**config.mk**
```make
export PLATFORM = sky130hd
export DESIGN_NAME = ecp5pll_phase_ctrl
export DESIGN_NICKNAME = d
export VERILOG_FILES = /design/src/rtl/ecp5pll_pkg.sv /design/src/rtl/ecp5pll_phase_acc.sv /design/src/rtl/ecp5pll_phase_ctrl.sv
export SDC_FILE = /design/constraint.sdc
export NUM_CORES = 1
export LEC_CHECK = 0
export CAP_MARGIN = 40
export CORE_ASPECT_RATIO = 1.25
export CORE_MARGIN = 2
export CORE_UTILIZATION = 60
export DETAILED_ROUTE_END_ITERATION = 10
export GPL_ROUTABILITY_DRIVEN = 0
export PLACE_DENSITY = 0.84
export SKIP_LAST_GASP = 1
export SLEW_MARGIN = 0
export SYNTH_ARGS = -nofsm -noshare
export SYNTH_HDL_FRONTEND = slang
export SYNTH_HIERARCHICAL = 1
export SYNTH_SLANG_ARGS = --single-unit
```
**constraint.sdc**
```tcl
create_clock -name clk_i -period 5.6 [get_ports clk_i]
set_input_delay 0.84 -clock clk_i [delete_from_list [all_inputs] [get_ports clk_i]]
set_output_delay 0.84 -clock clk_i [all_outputs]
set_load 0.02 [all_outputs]
```
**src/rtl/ecp5pll_pkg.sv**
```systemverilog
// Shared types and constants for the ECP5 PLL dynamic phase-shift sequencer.
package ecp5pll_pkg;

  typedef enum logic [2:0] {
    StIdle,
    StSetup,
    StStepHi,
    StStepLo,
    StSettle,
    StWaitLock
  } phase_state_t;

  localparam logic PHASE_DIR_DELAY   = 1'b0;
  localparam logic PHASE_DIR_ADVANCE = 1'b1;

endpackage

```
**src/rtl/ecp5pll_phase_acc.sv**
```systemverilog
// Four signed per-output phase-step tallies with a +1/-1 update port and a
// combinational read mux.
module ecp5pll_phase_acc
  import ecp5pll_pkg::*;
#(
  parameter int unsigned ACC_W = 10
) (
  input  logic                    clk_i,
  input  logic                    reset,
  input  logic                    step_en,
  input  logic                    step_dir,
  input  logic [1:0]              step_sel,
  input  logic [1:0]              rd_sel,
  output logic signed [ACC_W-1:0] rd_val
);

  localparam logic signed [ACC_W-1:0] ONE = ACC_W'(1);

  logic signed [ACC_W-1:0] acc_q [4];

  // Two's-complement wrap at ACC_W is the natural overflow of the adder.
  always_ff @(posedge clk_i or posedge reset) begin
    if (reset) begin
      for (int i = 0; i < 4; i++) begin
        acc_q[i] <= '0;
      end
    end else if (step_en) begin
      if (step_dir == PHASE_DIR_ADVANCE) begin
        acc_q[step_sel] <= acc_q[step_sel] - ONE;
      end else begin
        acc_q[step_sel] <= acc_q[step_sel] + ONE;
      end
    end
  end

  assign rd_val = acc_q[rd_sel];

endmodule

```
**src/rtl/ecp5pll_phase_ctrl.sv**
```systemverilog
// Expands valid/ready phase-shift requests into timed PHASESEL/PHASEDIR/PHASESTEP
// activity, waits for PLL relock and keeps a per-output signed step tally.
module ecp5pll_phase_ctrl
  import ecp5pll_pkg::*;
#(
  parameter int unsigned STEPS_W      = 8,
  parameter int unsigned SETUP_CYC    = 2,
  parameter int unsigned STEP_HI_CYC  = 4,
  parameter int unsigned STEP_LO_CYC  = 4,
  parameter int unsigned SETTLE_CYC   = 16,
  parameter int unsigned LOCK_TIMEOUT = 65535,
  parameter int unsigned ACC_W        = 10
) (
  input  logic                    clk_i,
  input  logic                    reset,
  input  logic                    req_valid,
  output logic                    req_ready,
  input  logic [1:0]              req_sel,
  input  logic                    req_dir,
  input  logic [STEPS_W-1:0]      req_steps,
  output logic                    done,
  output logic                    err_timeout,
  output logic                    lock_lost,
  input  logic                    clr_flags,
  output logic                    busy,
  input  logic                    pll_locked,
  output logic [1:0]              pll_phasesel,
  output logic                    pll_phasedir,
  output logic                    pll_phasestep,
  output logic                    pll_phaseloadreg,
  input  logic [1:0]              acc_rd_sel,
  output logic signed [ACC_W-1:0] acc_rd_val
);

  localparam int unsigned MAX_AB  = (SETUP_CYC > STEP_HI_CYC) ? SETUP_CYC : STEP_HI_CYC;
  localparam int unsigned MAX_CD  = (STEP_LO_CYC > SETTLE_CYC) ? STEP_LO_CYC : SETTLE_CYC;
  localparam int unsigned MAX_ABCD = (MAX_AB > MAX_CD) ? MAX_AB : MAX_CD;
  localparam int unsigned MAX_CYC = (MAX_ABCD > LOCK_TIMEOUT) ? MAX_ABCD : LOCK_TIMEOUT;
  localparam int unsigned CNT_W   = $clog2(MAX_CYC) + 1;

  localparam logic [CNT_W-1:0] SETUP_LAST  = CNT_W'(SETUP_CYC - 1);
  localparam logic [CNT_W-1:0] HI_LAST     = CNT_W'(STEP_HI_CYC - 1);
  localparam logic [CNT_W-1:0] LO_LAST     = CNT_W'(STEP_LO_CYC - 1);
  localparam logic [CNT_W-1:0] SETTLE_LAST = CNT_W'(SETTLE_CYC - 1);
  localparam logic [CNT_W-1:0] TMO_LAST    = CNT_W'(LOCK_TIMEOUT - 1);
  localparam logic [CNT_W-1:0] CNT_ONE     = CNT_W'(1);
  localparam logic [STEPS_W-1:0] STEP_ONE  = STEPS_W'(1);

  if (STEPS_W == 0 || SETUP_CYC == 0 || STEP_HI_CYC == 0 || STEP_LO_CYC == 0 ||
      SETTLE_CYC == 0 || LOCK_TIMEOUT == 0 || ACC_W == 0) begin : g_param_check
    $error("ecp5pll_phase_ctrl: zero-valued parameters are not supported");
  end

  phase_state_t       state;
  logic [CNT_W-1:0]   cnt;
  logic [STEPS_W-1:0] steps_left;
  logic               req_accept;
  logic               step_exit;
  logic               timeout_hit;

  assign busy             = (state != StIdle);
  // The done cycle is already IDLE; holding ready low there keeps done and
  // acceptance in separate cycles.
  assign req_ready        = (state == StIdle) && !done;
  assign req_accept       = req_valid && req_ready;
  assign step_exit        = (state == StStepHi) && (cnt == HI_LAST);
  assign timeout_hit      = (state == StWaitLock) && !pll_locked && (cnt == TMO_LAST);
  assign pll_phaseloadreg = 1'b0;

  always_ff @(posedge clk_i or posedge reset) begin
    if (reset) begin
      state         <= StIdle;
      cnt           <= '0;
      steps_left    <= '0;
      done          <= 1'b0;
      pll_phasesel  <= 2'd0;
      pll_phasedir  <= PHASE_DIR_DELAY;
      pll_phasestep <= 1'b0;
    end else begin
      done <= 1'b0;
      unique case (state)
        StIdle: begin
          if (req_accept) begin
            pll_phasesel <= req_sel;
            pll_phasedir <= req_dir;
            steps_left   <= req_steps;
            cnt          <= '0;
            state        <= (req_steps == '0) ? StSettle : StSetup;
          end
        end
        StSetup: begin
          if (cnt == SETUP_LAST) begin
            cnt           <= '0;
            pll_phasestep <= 1'b1;
            state         <= StStepHi;
          end else begin
            cnt <= cnt + CNT_ONE;
          end
        end
        StStepHi: begin
          if (step_exit) begin
            cnt           <= '0;
            pll_phasestep <= 1'b0;
            steps_left    <= steps_left - STEP_ONE;
            state         <= StStepLo;
          end else begin
            cnt <= cnt + CNT_ONE;
          end
        end
        StStepLo: begin
          if (cnt == LO_LAST) begin
            cnt <= '0;
            if (steps_left != '0) begin
              pll_phasestep <= 1'b1;
              state         <= StStepHi;
            end else begin
              state <= StSettle;
            end
          end else begin
            cnt <= cnt + CNT_ONE;
          end
        end
        StSettle: begin
          if (cnt == SETTLE_LAST) begin
            cnt   <= '0;
            state <= StWaitLock;
          end else begin
            cnt <= cnt + CNT_ONE;
          end
        end
        StWaitLock: begin
          if (pll_locked || timeout_hit) begin
            cnt   <= '0;
            done  <= 1'b1;
            state <= StIdle;
          end else begin
            cnt <= cnt + CNT_ONE;
          end
        end
        default: begin
          cnt           <= '0;
          pll_phasestep <= 1'b0;
          state         <= StIdle;
        end
      endcase
    end
  end

  // Sticky flags: a set condition wins over a simultaneous clear.
  always_ff @(posedge clk_i or posedge reset) begin
    if (reset) begin
      err_timeout <= 1'b0;
      lock_lost   <= 1'b0;
    end else begin
      if (timeout_hit) begin
        err_timeout <= 1'b1;
      end else if (clr_flags) begin
        err_timeout <= 1'b0;
      end
      if ((state == StIdle) && !pll_locked) begin
        lock_lost <= 1'b1;
      end else if (clr_flags) begin
        lock_lost <= 1'b0;
      end
    end
  end

  ecp5pll_phase_acc #(
    .ACC_W (ACC_W)
  ) u_acc (
    .clk_i    (clk_i),
    .reset    (reset),
    .step_en  (step_exit),
    .step_dir (pll_phasedir),
    .step_sel (pll_phasesel),
    .rd_sel   (acc_rd_sel),
    .rd_val   (acc_rd_val)
  );

endmodule

```
==> run metrics <==
status=complete, no violations; unrepaired setup endpoints after global routing=false; CP max-delay cell=clkdlybuf4s50_1; final worst path period need=3790 ps; most frequent cells in the layout=dfrtp_1, nand2_1, nor2_1; DRT Pass-1 Iters=5; synth warn=6; pin count of the biggest net entering global routing=41; final period utilization=67.6%; n_diodes=0; Die Wd=83.6 µm; combinational fraction of design power=21.6%; worst-margin pin slew=855 ps; Achievable Freq=264 MHz; internal power=1020 µW; dpl hpwl=7.92 mm; 1st-iter DRT viols=308; Mapped Area=4750 µm²; Clock Latency Late Sink=~370 ps; sequential share of the synthesized area=39.5%; IO Pins=38; max incr delay on CP=about 950 ps; die area=just under 9000 µm²; Seq cells post-synth=75; Max Cap Viol=0; via count=4154; required time of the critical path=roughly 4800 ps; crit path DAT=about 3000 ps; Hold Fails Final Rpt=0; PnR Total Power=1490 µW; clk buf depth=2; TritonCTS Sinks=75; hold_ws=514 ps; Slew Viols, Final=0; # Post-CTS Setup Buffers=0; CTS Hold Bufs=0; placed insts=608; Main synth FF type=dfrtp_1; first-pass GRT wire length=18.8 mm; Die Y=103 µm; Avg Synthesized Cell Area=9.38 µm²; critical path buffer and inverter count=2; leakage power=0.00216 µW; Post-Syn Instances=506; CP max FO=10; crit path kind=input pin to primary output; DRT Wirelength=11.5 mm; Sw Share=between 30% and 40%; Seq pwr share=~46%; Pwr Density=between 200 and 300 nW/µm²; nets=between 500 and 600; Root Buffer=clkbuf_8; layout cells sized above 1=about an eighth; vias per cell=6.66; total gr overflow=0; initial antenna violation count=0; Worst setup EP type=primary output; Net Sw Power=between 400 and 500 µW; number of CTS-inserted buffers=9; count of cell types in the netlist=69; Finish-stage setup viols=0; CP Cell Sequence=clkdlybuf4s50_1, mux4_2, clkdlybuf4s50_1; Peak supply drop=about 250 µV; most common cell after layout, fill and taps aside=dfrtp_1; Residual DRC=0; Clk network pwr share=about 32%; Final ANT Viol Nets=0; Setup Skew=9.81 ps; vias in the first global route=4132; DR WL/cell=approximately 18 µm; number of port buffers=36; ys async rst share=100%; Clock transition at path regs=70 ps; Non-Filler Instances=about 620; Post-CTS Resized=0; H-tree Lvls=3; CTS tree=done; Syn-to-layout area delta=12.4%; Largest delay share family, worst path=buffers and inverters; setup_tns=0 ps; number of flops mapped to enable cells by yosys=0; Worst slew margin=about 43%; post-synthesis net count=530; num rows=36; CP startpoint kind=input pin; Core Area=approximately 7700 µm²; most frequent CP cell=clkdlybuf4s50_1; Starting Density=slightly above 60%; Total GRT Usage=between 20% and 30%; Hold Path Class=flip-flop to flip-flop
[power by group through the flow]
stage               logic (µW)  registers, µW  clock network (µW)
floorplan                  273            657                   0
global placement           293            700                   0
detailed placement         321            697                   0
CTS                        324            687                 487
global route               357            703                 503
finish                     323            690                 479
[cells in the mapped netlist (all sizes together) (11+ instances only)]
cell type  instances  area, µm²
a21oi             17       88.8
nor3              11       55.1
nand4             25        163
nand3             20        100
nor4              11       68.8
buf               11       85.1
mux4              20        450
inv               17       63.8
nor2              44        165
dfrtp             75       1880
o21ai             42        210
clkbuf            22       83.8
nand2             65        246
xnor2             14        123
[per-layer routing]
| layer | part of all wire, % | up-vias | GRT usage [%] |
|---|---|---|---|
| met5 | 0 | - | 0 |
| met4 | 3.1 | 0 | 16.1 |
| met3 | 5.8 | 43 | 5.63 |
| met2 | 52 | 190 | 49.4 |
| met1 | 39 | 2006 | 31.3 |
| li1 | - | 1915 | - |
[flip-flops by register name, indices dropped and copies added (netlist names), named ones only]
register and count:
cnt 17, pll_phasesel 2, pll_phasedir 1, steps_left 8
pll_phasestep 1, err_timeout 1, state 3, u_acc/acc_q 36
lock_lost 1, done 1
[worst min-delay path, stage by stage (launching register included)]
cell	delay (ps)
dfrtp_1	370
nand2_1	50
o21ai_0	60
[metrics by stage]
step	cell area [µm²]	utilization, %	worst slack, ps
detailed placement	5110	65.9	1780
floorplan	4750	-	2760
finish	5330	68.8	1810
global route	5330	68.8	1670
CTS	5330	68.8	1770
global placement	5080	65.6	1790
[path summary, 6_finish.rpt]
kind	start	slack [ps]	cells after the start	endpoint
worst min register to register	u_acc/acc_q[4]$_DFFE_PP0P_	510	2	u_acc/acc_q[4]$_DFFE_PP0P_
min in group asynchronous	reset	900	3	steps_left[0]$_DFFE_PP0P_
max in group asynchronous	reset	4280	3	u_acc/acc_q[39]$_DFFE_PP0P_
worst max register to register	cnt[0]$_DFFE_PP0N_	2390	7	u_acc/acc_q[9]$_DFFE_PP0P_
worst max-delay path	acc_rd_sel[0]	1810	3	acc_rd_val[9]
worst min-delay path	u_acc/acc_q[4]$_DFFE_PP0P_	510	2	u_acc/acc_q[4]$_DFFE_PP0P_
[cell type report]
type                            count  area, µm²
Multi-Input combinational cell    381       2640
Timing Repair Buffer               40        410
Tap cell                           95        119
Fill cell                         603       2410
Inverter                           17       63.8
Clock inverter                      5       75.1
Sequential cell                    75       1880
Clock buffer                       11        151
[cell families after synthesis]
logic type	synth area share, %
adder cells (fa/ha/maj)	1.58
buffers and inverters	4.90
AO/OA/AOI/OAI	15.7
other	0.0790
XOR/XNOR	2.77
flip-flops	39.5
multiplexers	11.7
AND/OR/NAND/NOR	23.8
(Power assumes the default switching activity.)
